[src/rtl/switch_event_pkg.sv]
// Shared types and 25 MHz default timing for the push-button event generator.
package switch_event_pkg;

    typedef enum logic [1:0] {
        IDLE      = 2'd0,
        HOLD_WAIT = 2'd1,
        REPEATING = 2'd2
    } state_t;

    localparam int DEF_DEBOUNCE_LIMIT = 250000;    // 10 ms
    localparam int DEF_REPEAT_DELAY   = 12500000;  // 500 ms
    localparam int DEF_REPEAT_PERIOD  = 2500000;   // 100 ms

    function automatic int max_int(input int a, input int b);
        return (a > b) ? a : b;
    endfunction

endpackage

[src/rtl/switch_debounce_filter.sv]
// Two-flop synchronizer followed by a restart-on-glitch debounce counter.
module switch_debounce_filter
    import switch_event_pkg::*;
#(
    parameter int DEBOUNCE_LIMIT = DEF_DEBOUNCE_LIMIT
) (
    input  logic i_Clk,
    input  logic i_Rst,
    input  logic i_Switch,
    output logic o_Switch
);

    localparam int CW = $clog2(DEBOUNCE_LIMIT);

    logic          r_sync1;
    logic          r_sync2;
    logic          r_switch;
    logic [CW-1:0] r_count;

    always_ff @(posedge i_Clk) begin
        if (i_Rst) begin
            r_sync1  <= 1'b0;
            r_sync2  <= 1'b0;
            r_switch <= 1'b0;
            r_count  <= '0;
        end else begin
            r_sync1 <= i_Switch;
            r_sync2 <= r_sync1;
            if (r_sync2 != r_switch) begin
                if (r_count == CW'(DEBOUNCE_LIMIT - 1)) begin
                    r_switch <= ~r_switch;
                    r_count  <= '0;
                end else begin
                    r_count <= r_count + CW'(1);
                end
            end else begin
                r_count <= '0;
            end
        end
    end

    assign o_Switch = r_switch;

endmodule

[src/rtl/switch_event_generator.sv]
// Debounced push-button to press / release / auto-repeat pulses.
//   state     | meaning
//   IDLE      | button released, waiting for a debounced rise
//   HOLD_WAIT | pressed, counting towards the first repeat
//   REPEATING | held past the initial delay, repeating every period
module switch_event_generator
    import switch_event_pkg::*;
#(
    parameter int DEBOUNCE_LIMIT = DEF_DEBOUNCE_LIMIT,
    parameter int REPEAT_DELAY   = DEF_REPEAT_DELAY,
    parameter int REPEAT_PERIOD  = DEF_REPEAT_PERIOD
) (
    input  logic i_Clk,
    input  logic i_Rst,
    input  logic i_Switch,
    output logic o_Switch,
    output logic o_Press,
    output logic o_Release,
    output logic o_Repeat,
    output logic o_Held
);

    localparam int RW = $clog2(max_int(REPEAT_DELAY, REPEAT_PERIOD));

    logic          w_switch;
    logic          w_rise;
    logic          w_fall;
    logic          w_delay_tc;
    logic          w_period_tc;
    state_t        r_state;
    state_t        w_state_nxt;
    logic [RW-1:0] r_count;
    logic [RW-1:0] w_count_nxt;
    logic          r_switch;
    logic          r_press;
    logic          r_release;
    logic          r_repeat;
    logic          r_held;
    logic          w_press_nxt;
    logic          w_release_nxt;
    logic          w_repeat_nxt;
    logic          w_held_nxt;

    switch_debounce_filter #(
        .DEBOUNCE_LIMIT(DEBOUNCE_LIMIT)
    ) u_debounce (
        .i_Clk   (i_Clk),
        .i_Rst   (i_Rst),
        .i_Switch(i_Switch),
        .o_Switch(w_switch)
    );

    // r_switch re-times the filter output so o_Switch lines up with the pulses.
    assign w_rise      = w_switch & ~r_switch;
    assign w_fall      = ~w_switch & r_switch;
    assign w_delay_tc  = (r_count == RW'(REPEAT_DELAY - 1));
    assign w_period_tc = (r_count == RW'(REPEAT_PERIOD - 1));

    always_ff @(posedge i_Clk) begin
        if (i_Rst) begin
            r_state   <= IDLE;
            r_count   <= '0;
            r_switch  <= 1'b0;
            r_press   <= 1'b0;
            r_release <= 1'b0;
            r_repeat  <= 1'b0;
            r_held    <= 1'b0;
        end else begin
            r_state   <= w_state_nxt;
            r_count   <= w_count_nxt;
            r_switch  <= w_switch;
            r_press   <= w_press_nxt;
            r_release <= w_release_nxt;
            r_repeat  <= w_repeat_nxt;
            r_held    <= w_held_nxt;
        end
    end

    always_comb begin
        w_state_nxt = r_state;
        case (r_state)
            IDLE:      if (w_rise) w_state_nxt = HOLD_WAIT;
            HOLD_WAIT: begin
                if (w_fall)          w_state_nxt = IDLE;
                else if (w_delay_tc) w_state_nxt = REPEATING;
            end
            REPEATING: if (w_fall) w_state_nxt = IDLE;
            default:   w_state_nxt = IDLE;
        endcase
    end

    // Release is checked first so it suppresses a coincident repeat tick.
    always_comb begin
        w_press_nxt   = 1'b0;
        w_release_nxt = 1'b0;
        w_repeat_nxt  = 1'b0;
        w_held_nxt    = r_held;
        w_count_nxt   = r_count;
        case (r_state)
            IDLE: begin
                w_count_nxt = '0;
                w_press_nxt = w_rise;
            end
            HOLD_WAIT: begin
                if (w_fall) begin
                    w_release_nxt = 1'b1;
                    w_held_nxt    = 1'b0;
                    w_count_nxt   = '0;
                end else if (w_delay_tc) begin
                    w_repeat_nxt = 1'b1;
                    w_held_nxt   = 1'b1;
                    w_count_nxt  = '0;
                end else begin
                    w_count_nxt = r_count + RW'(1);
                end
            end
            REPEATING: begin
                if (w_fall) begin
                    w_release_nxt = 1'b1;
                    w_held_nxt    = 1'b0;
                    w_count_nxt   = '0;
                end else if (w_period_tc) begin
                    w_repeat_nxt = 1'b1;
                    w_count_nxt  = '0;
                end else begin
                    w_count_nxt = r_count + RW'(1);
                end
            end
            default: begin
                w_held_nxt  = 1'b0;
                w_count_nxt = '0;
            end
        endcase
    end

    assign o_Switch  = r_switch;
    assign o_Press   = r_press;
    assign o_Release = r_release;
    assign o_Repeat  = r_repeat;
    assign o_Held    = r_held;

endmodule

[config.mk]
export PLATFORM = sky130hd
export DESIGN_NAME = switch_event_generator
export DESIGN_NICKNAME = d
export VERILOG_FILES = /design/src/rtl/switch_event_pkg.sv /design/src/rtl/switch_debounce_filter.sv /design/src/rtl/switch_event_generator.sv
export SDC_FILE = /design/constraint.sdc
export NUM_CORES = 1
export LEC_CHECK = 0
export BUFFER_PORTS_ARGS = -buffer_cell sky130_fd_sc_hd__buf_4
export CAP_MARGIN = 10
export CORE_UTILIZATION = 54
export DETAILED_ROUTE_END_ITERATION = 6
export GPL_TIMING_DRIVEN = 1
export PLACE_DENSITY_LB_ADDON = 0.3
export SLEW_MARGIN = 15
export SYNTH_ARGS = -nofsm -noshare
export SYNTH_HDL_FRONTEND = slang
export SYNTH_SLANG_ARGS = --single-unit
[constraint.sdc]
create_clock -name i_Clk -period 1.9 [get_ports i_Clk]
set_input_delay 0.19 -clock i_Clk [delete_from_list [all_inputs] [get_ports i_Clk]]
set_output_delay 0.19 -clock i_Clk [all_outputs]
set_load 0.01 [all_outputs]
==> results of run 1 <==
-- final timing paths --
kind	from	end	cells after the start
setup / recovery	r_count[5]$_SDFF_PP0_	r_state[0]$_SDFFE_PP0P_	5
hold / removal	i_Switch	u_debounce.r_sync1$_SDFF_PP0_	2
setup reg to reg	r_count[5]$_SDFF_PP0_	r_state[0]$_SDFFE_PP0P_	5
hold reg to reg	u_debounce.r_sync1$_SDFF_PP0_	u_debounce.r_sync2$_SDFF_PP0_	1
-- cell usage in the layout (no fill, tap or decap), drive strengths merged, types with 2 or more instances in the layout --
master    synthesis  routed
a211oi            2       2
a21oi             3       3
and3              2       2
and4              4       4
buf               4      22
clkbuf            3       6
clkinvlp          0       2
dfxtp            52      52
ha                5       5
inv               9       9
nand2            12      12
nand2b            2       2
nand3            18      18
nand4             8       8
nand4b            2       2
nor2             59      59
nor2b             3       3
nor3              6       6
nor4              5       5
nor4b             4       4
or3               3       3
or4b              2       2
xnor2            21      21
xor2             18      18
-- flip-flops by register name, indices dropped and copies added, names as in the netlist --
register,flops
u_debounce.r_count,18
u_debounce.o_Switch,1
u_debounce.r_sync1,1
o_Release,1
r_count,24
u_debounce.r_sync2,1
o_Press,1
o_Switch,1
r_state,2
o_Held,1
o_Repeat,1
-- power by group through the flow --
stage	clock network, mW	registers, mW	logic (mW)
after floorplan	0	1.12	0.00938
after global placement	0	1.12	0.0149
after detailed placement	0	1.12	0.0148
after CTS	0.682	1.09	0.0150
after global routing	0.714	1.09	0.0159
final	0.658	1.09	0.0147
-- kinds of logic after synthesis --
logic type	Yosys count	synth area share (%)
compound gates	10	3.28
xor+xnor	39	14.9
fa+ha+maj	5	2.73
buf+inv	16	3.28
flops	52	45.4
mux	1	0.437
simple gates	133	29.9
-- worst max-delay path: cells and delay by family (launching register included) --
kind,cells,cell delay [ns]
compound gates,2,0.69
simple gates,3,0.67
flops,1,0.37
-- final cells by class --
type	instances	area, um^2	share of cell area, %
multi-input cells	188	1240	46.5
clock buffers	6	82.6	3.10
well taps	50	62.6	2.35
repair buffers	22	190	7.14
flip-flops and latches	52	1040	39.1
inverters	9	33.8	1.27
clock inverters	2	15.0	0.564
-- layer usage --
| layer | part of all wire, % | wire (um) |
|---|---|---|
| met5 | 0 | 0 |
| met4 | 2.1 | 85 |
| met3 | 3.2 | 130 |
| met2 | 43 | 1770 |
| met1 | 52 | 2120 |
-- timing repair --
action	CTS	global route
hold buffers	0	0
resized for setup	1	7
setup endpoints to repair	1	27
-- stage by stage --
| step | hold WS, ns | area [um^2] |
|---|---|---|
| final | 0.0831 | 2660 |
| after CTS | 0.0749 | 2610 |
| after floorplan | 0.318 | 2290 |
| after global routing | 0.0768 | 2660 |
| after detailed placement | 0.409 | 2500 |
| after global placement | 0.408 | 2500 |
==> summary.md, run 1 <==
| Metric | Value |
|---|---|
| Fillers | 333 |
| Pre-antenna DRT Iters | 4 |
| TritonCTS Sinks | 52 |
| Total wire length after detailed routing | 4110 um |
| Status | finished, final reports clean |
| Crit end category | flip-flop |
| Layout cells sized above 1 | 14.0% |
| CTS tree | done |
| Ranking of synthesized cells by area | dfxtp_1 (45%), nor2_1 (9.7%), xnor2_1 (8.0%) |
| Root buf cell | clkbuf_8 |
| Netlist cell types | 35 |
| Number of primary I/O pins | 8 |
| Final Slew Violations | 0 |
| Reg2reg setup slack | roughly 0.086 ns |
| Remaining DRCs | 0 |
| Dpl cells | 321 |
| Min Tclk post-route | 1.81 ns |
| CP max stage delay | 0.45 ns |
| CP required | approximately 2.1 ns |
| Die span in y | between 60 and 70 um |
| YS warnings | 0 |
| Iteration-0 DRC Markers | 93 |
| GR Layer Usage met1 | 25.0% |
| Initial Util | 56.9% |
| Final Util | 66.1% |
| Synthesis-to-finish area growth | 16.2% |
| Relative slew slack | about 73% |
| Asr flop ratio synth | 0% |
| Crit-path cells | nor4b_2 > nand3_4 > o41ai_4 > nand3_1 > a221oi_1 |
| Rows | 23 |
| Crit path kind | flip-flop to flip-flop |
| Reg power frac | 61.9% |
| Worst-Margin Slew | 0.405 ns |
| First-pass GRT wire length | 6720 um |
| Post-synth top cells | nor2_1 (59), dfxtp_1 (52), xnor2_1 (21), nand3_1 (18), xor2_1 (18) |
| Max Cap Viol | 0 |
| Vias in the first global route | around 1600 |
| Maximum VDD drop | 416 uV |
| Post-synth top area cell | dfxtp_1 |
| Post-synth EDFFs | 0 |
| Net Sw Frac | 21.0% |
| GPL Wtd Cong | 0.770 |
| Tot GR Track Use | 19.9% |
| CTS max path bufs | 2 |
| Post-route insts no fill | 329 |
| Primary FF master, synth | dfxtp_1 |
| GR Layer Usage met2 | 31.4% |
| Overflow after GRT | 0 |
| Mapped Area | 2290 um^2 |
| Pwr per Cell Area | 663 nW/um^2 |
| Grt peak-use layer | met2 |
| Pre-CTS WS | -0.122 ns |
| Share of the synthesized area in the top cell type | 45.4% |
| Antenna violations before repair | 0 |
| IO buf count | 7 |
| Post-Syn Nets | 264 |
| # H-tree levels | 2 |
| Crit path launch type | flip-flop |
| Core Box Area | 4030 um^2 |
| Final worst slack | 0.0858 ns |
| CTS clk-pin slew, worst paths | 0.09 ns |
| Die X | 67.1 um |
| Clock Power Share | 37.3% |
| Top-count cell post-synth | nor2_1 |
| Fin crit share | about 95% |
| Number of antenna cells inserted | 0 |
| Layout Nets | between 200 and 300 |
| Total Power | 1.77 mW |
| Die area | 4510 um^2 |
| CP arrival | 2.04 ns |
| Static Leak | 0.857 nW |
| Logic pwr share | 0.8% |
| Via density | roughly 5.2 |
| Crit Path Max Fanout | 4 |
| Crit path max-delay cell type | o41ai_4 |
| #FFs+latches synth | 52 |
| Syn_area_per_cell | 8.95 um^2 |
| Sequential share of the synthesized area | 45.4% |
| Via count | 1720 |
| Worst skew pair latency | 0.32 ns |
| Sw Pwr | 0.371 mW |
| Post-DP HPWL | 2810 um |
| Detail Route Antenna Nets | 0 |
| # Post-CTS Setup Buffers | 0 |
| HP Class | primary input to flip-flop |
| Max Clock Freq | about 550 MHz |
| Largest net degree at the start of global routing | 25 |
| TNS Setup | 0 ns |
| Met3 usage | 6.59% |
| Num CTS Buffers | 5 |
| Int Pwr | between 1 and 1.5 mW |
| Final setup viols | 0 |
| Skew final | 0.0125 ns |
| Post-DR wirelength/cell | around 12 um |
| Endpoints failing hold | 0 |
| Cells after Synth | approximately 260 |
Note: power is estimated with default switching activity, not from simulation.
==> run 2, diff against run 1 <==
CTS_CLUSTER_SIZE = 14   (was default)
RECOVER_POWER = 50   (was default)
==> run 2 against run 1 <==
Net effect:
- clock power about the same
- clock skew about the same
- core utilization decreased by 0.56 points
- die area unchanged
- routed wire length about the same
- non-clock buffer count unchanged
- setup slack improved by 0.0039 ns
- power about the same
==> summary.md, run 2 (synthesized netlist as in run 1, its figures left out) <==
| Metric | Value |
|---|---|
| Layout Nets | between 200 and 300 |
| Skew final | 0.0125 ns |
| Hold buffers post-CTS | 0 |
| Crit path from | r_count[5]$_SDFF_PP0_ |
| HP Class | primary input to flip-flop |
| Die X | between 60 and 70 um |
| Rows | 23 |
| Worst r2r src | r_count[5]$_SDFF_PP0_ |
| Via count | 1720 |
| Maximum VDD drop | 417 uV |
| Core Box Area | 4030 um^2 |
| Static Leak | 0.831 nW |
| Final setup viols | 0 |
| GPL Wtd Cong | 0.770 |
| Final worst slack | 0.0897 ns |
| Routed wl met2 | 1770 um |
| Fin crit share | 95.3% |
| Pre-antenna DRT Iters | 4 |
| Antenna violations before repair | 0 |
| Most frequent cells in the layout | nor2_1 (59), dfxtp_1 (52), xnor2_1 (21) |
| TritonCTS Sinks | 52 |
| Start point of the worst hold path | i_Rst |
| TNS Setup | 0 ns |
| Number of antenna cells inserted | 0 |
| Max Clock Freq | 552 MHz |
| Crit path launch type | flip-flop |
| Uppermost routed layer | met4 |
| Die span in y | 67.1 um |
| First-pass GRT wire length | between 6000 and 7000 um |
| Vias in the first global route | ~1600 |
| Endpoints failing hold | 0 |
| Met1 wire length | 2120 um |
| Pwr per Cell Area | 669 nW/um^2 |
| Status | finished, final reports clean |
| Biggest register | r_count |
| Crit path max-delay family | compound AO/OA/AOI/OAI gates |
| Iteration-0 DRC Markers | 94 |
| CTS clk-pin slew, worst paths | roughly 0.09 ns |
| Critical path depth in cells | 5 |
| Detail Route Antenna Nets | 0 |
| Crit Path Max Fanout | 4 |
| Remaining DRCs | 0 |
| Final Slew Violations | 0 |
| Post-DP HPWL | 2810 um |
| Synthesis-to-finish area growth | 15.2% |
| CTS max path bufs | 2 |
| Worst skew pair latency | 0.32 ns |
| Root buf cell | clkbuf_8 |
| Via density | 5.23 |
| Crit end category | flip-flop |
| CP arrival | 2.04 ns |
| Initial Util | 56.9% |
| Max FFs per register | 24 |
| Worst Path Buf+Inv | 0 |
| CP max stage delay | 0.45 ns |
| CP required | 2.12 ns |
| Min Tclk post-route | 1.81 ns |
| Worst-Margin Slew | 0.405 ns |
| Total wire length after detailed routing | 4110 um |
| # H-tree levels | 2 |
| Most common cell after layout, fill and taps aside | nor2_1 |
| Num CTS Buffers | 5 |
| Die area | 4510 um^2 |
| Layout cells sized above 1 | a little under an eighth |
| Largest registers | r_count x24, u_debounce.r_count x18, r_state x2 |
| Fillers | 340 |
| Hold path depth | 2 |
| Reg2Reg Depth | 5 |
| Largest net degree at the start of global routing | 25 |
| Overflow after GRT | 0 |
| Max Cap Viol | 0 |
| Met3 wire len | 132 um |
| Crit path kind | flip-flop to flip-flop |
| IO buf count | 7 |
| Crit-path cells | nor4b_2 > nand3_4 > o41ai_4 > nand3_1 > a221oi_1 |
| Number of primary I/O pins | 8 |
| Tot GR Track Use | 19.9% |
| Post-DR wirelength/cell | about 12 um |
| Crit path max-delay cell type | o41ai_4 |
| Relative slew slack | a little over 70% |
| CTS tree | done |
| Final Util | around two thirds |
| Pre-CTS WS | -0.122 ns |
run 2: cell count changes in the layout (fill, tap and decap cells not counted):
cell | previous run | this run
buf_4 | 20 | 13
clkbuf_1 | 0 | 6
clkbuf_4 | 0 | 1
run 2: worst paths after layout:
| check | endpoint | slack [ns] |
|---|---|---|
| max | r_state[0]$_SDFFE_PP0P_ | 0.09 |
| min | u_debounce.r_sync2$_SDFF_PP0_ | 0.1 |
| max reg2reg | r_state[0]$_SDFFE_PP0P_ | 0.09 |
| min reg2reg | u_debounce.r_sync2$_SDFF_PP0_ | 0.46 |
run 2: layer usage:
layer	up-vias	global-route usage, %
met1	774	25.0
met5	-	0
met3	9	6.59
met2	22	31.4
met4	0	7.98
li1	915	-
run 2: worst reg2reg max path, stage by stage, from the launching register on:
cell and delay [ns]:
dfxtp_1 0.37, nor4b_2 0.38, nand3_4 0.17, o41ai_4 0.45, nand3_1 0.12, a221oi_1 0.24
run 2: cell type report:
type / count / area [um^2] / share of cell area (%)
tap: 50 / 62.6 / 2.37
timing repair buffer: 22 / 168 / 6.35
inverter: 9 / 33.8 / 1.28
multi-input combinational: 188 / 1240 / 46.9
clock buffer: 6 / 82.6 / 3.13
clock inverter: 2 / 15.0 / 0.569
sequential: 52 / 1040 / 39.4
run 2: through the flow:
step	total power [mW]	hold WS, ns	instance area, um^2	cells
detailed placement	1.13	0.409	2500	321
global placement	1.13	0.408	2500	321
finish	1.77	0.0998	2640	329
global route	1.82	0.0955	2640	329
floorplan	1.13	0.318	2290	256
CTS	1.79	0.0749	2610	329
run 2: report_power, final:
part / switching, mW / total, mW / internal, mW / leakage (nW)
sequential: 0.00146 / 1.09 / 1.09 / 0.419
clock: 0.363 / 0.658 / 0.295 / 0.0434
combinational: 0.00708 / 0.0146 / 0.00752 / 0.369
run 2: what timing repair did:
item | in CTS | in global routing
setup buffers | 0 | 0
resized for setup | 1 | 7
endpoints found under the setup margin | 1 | 27
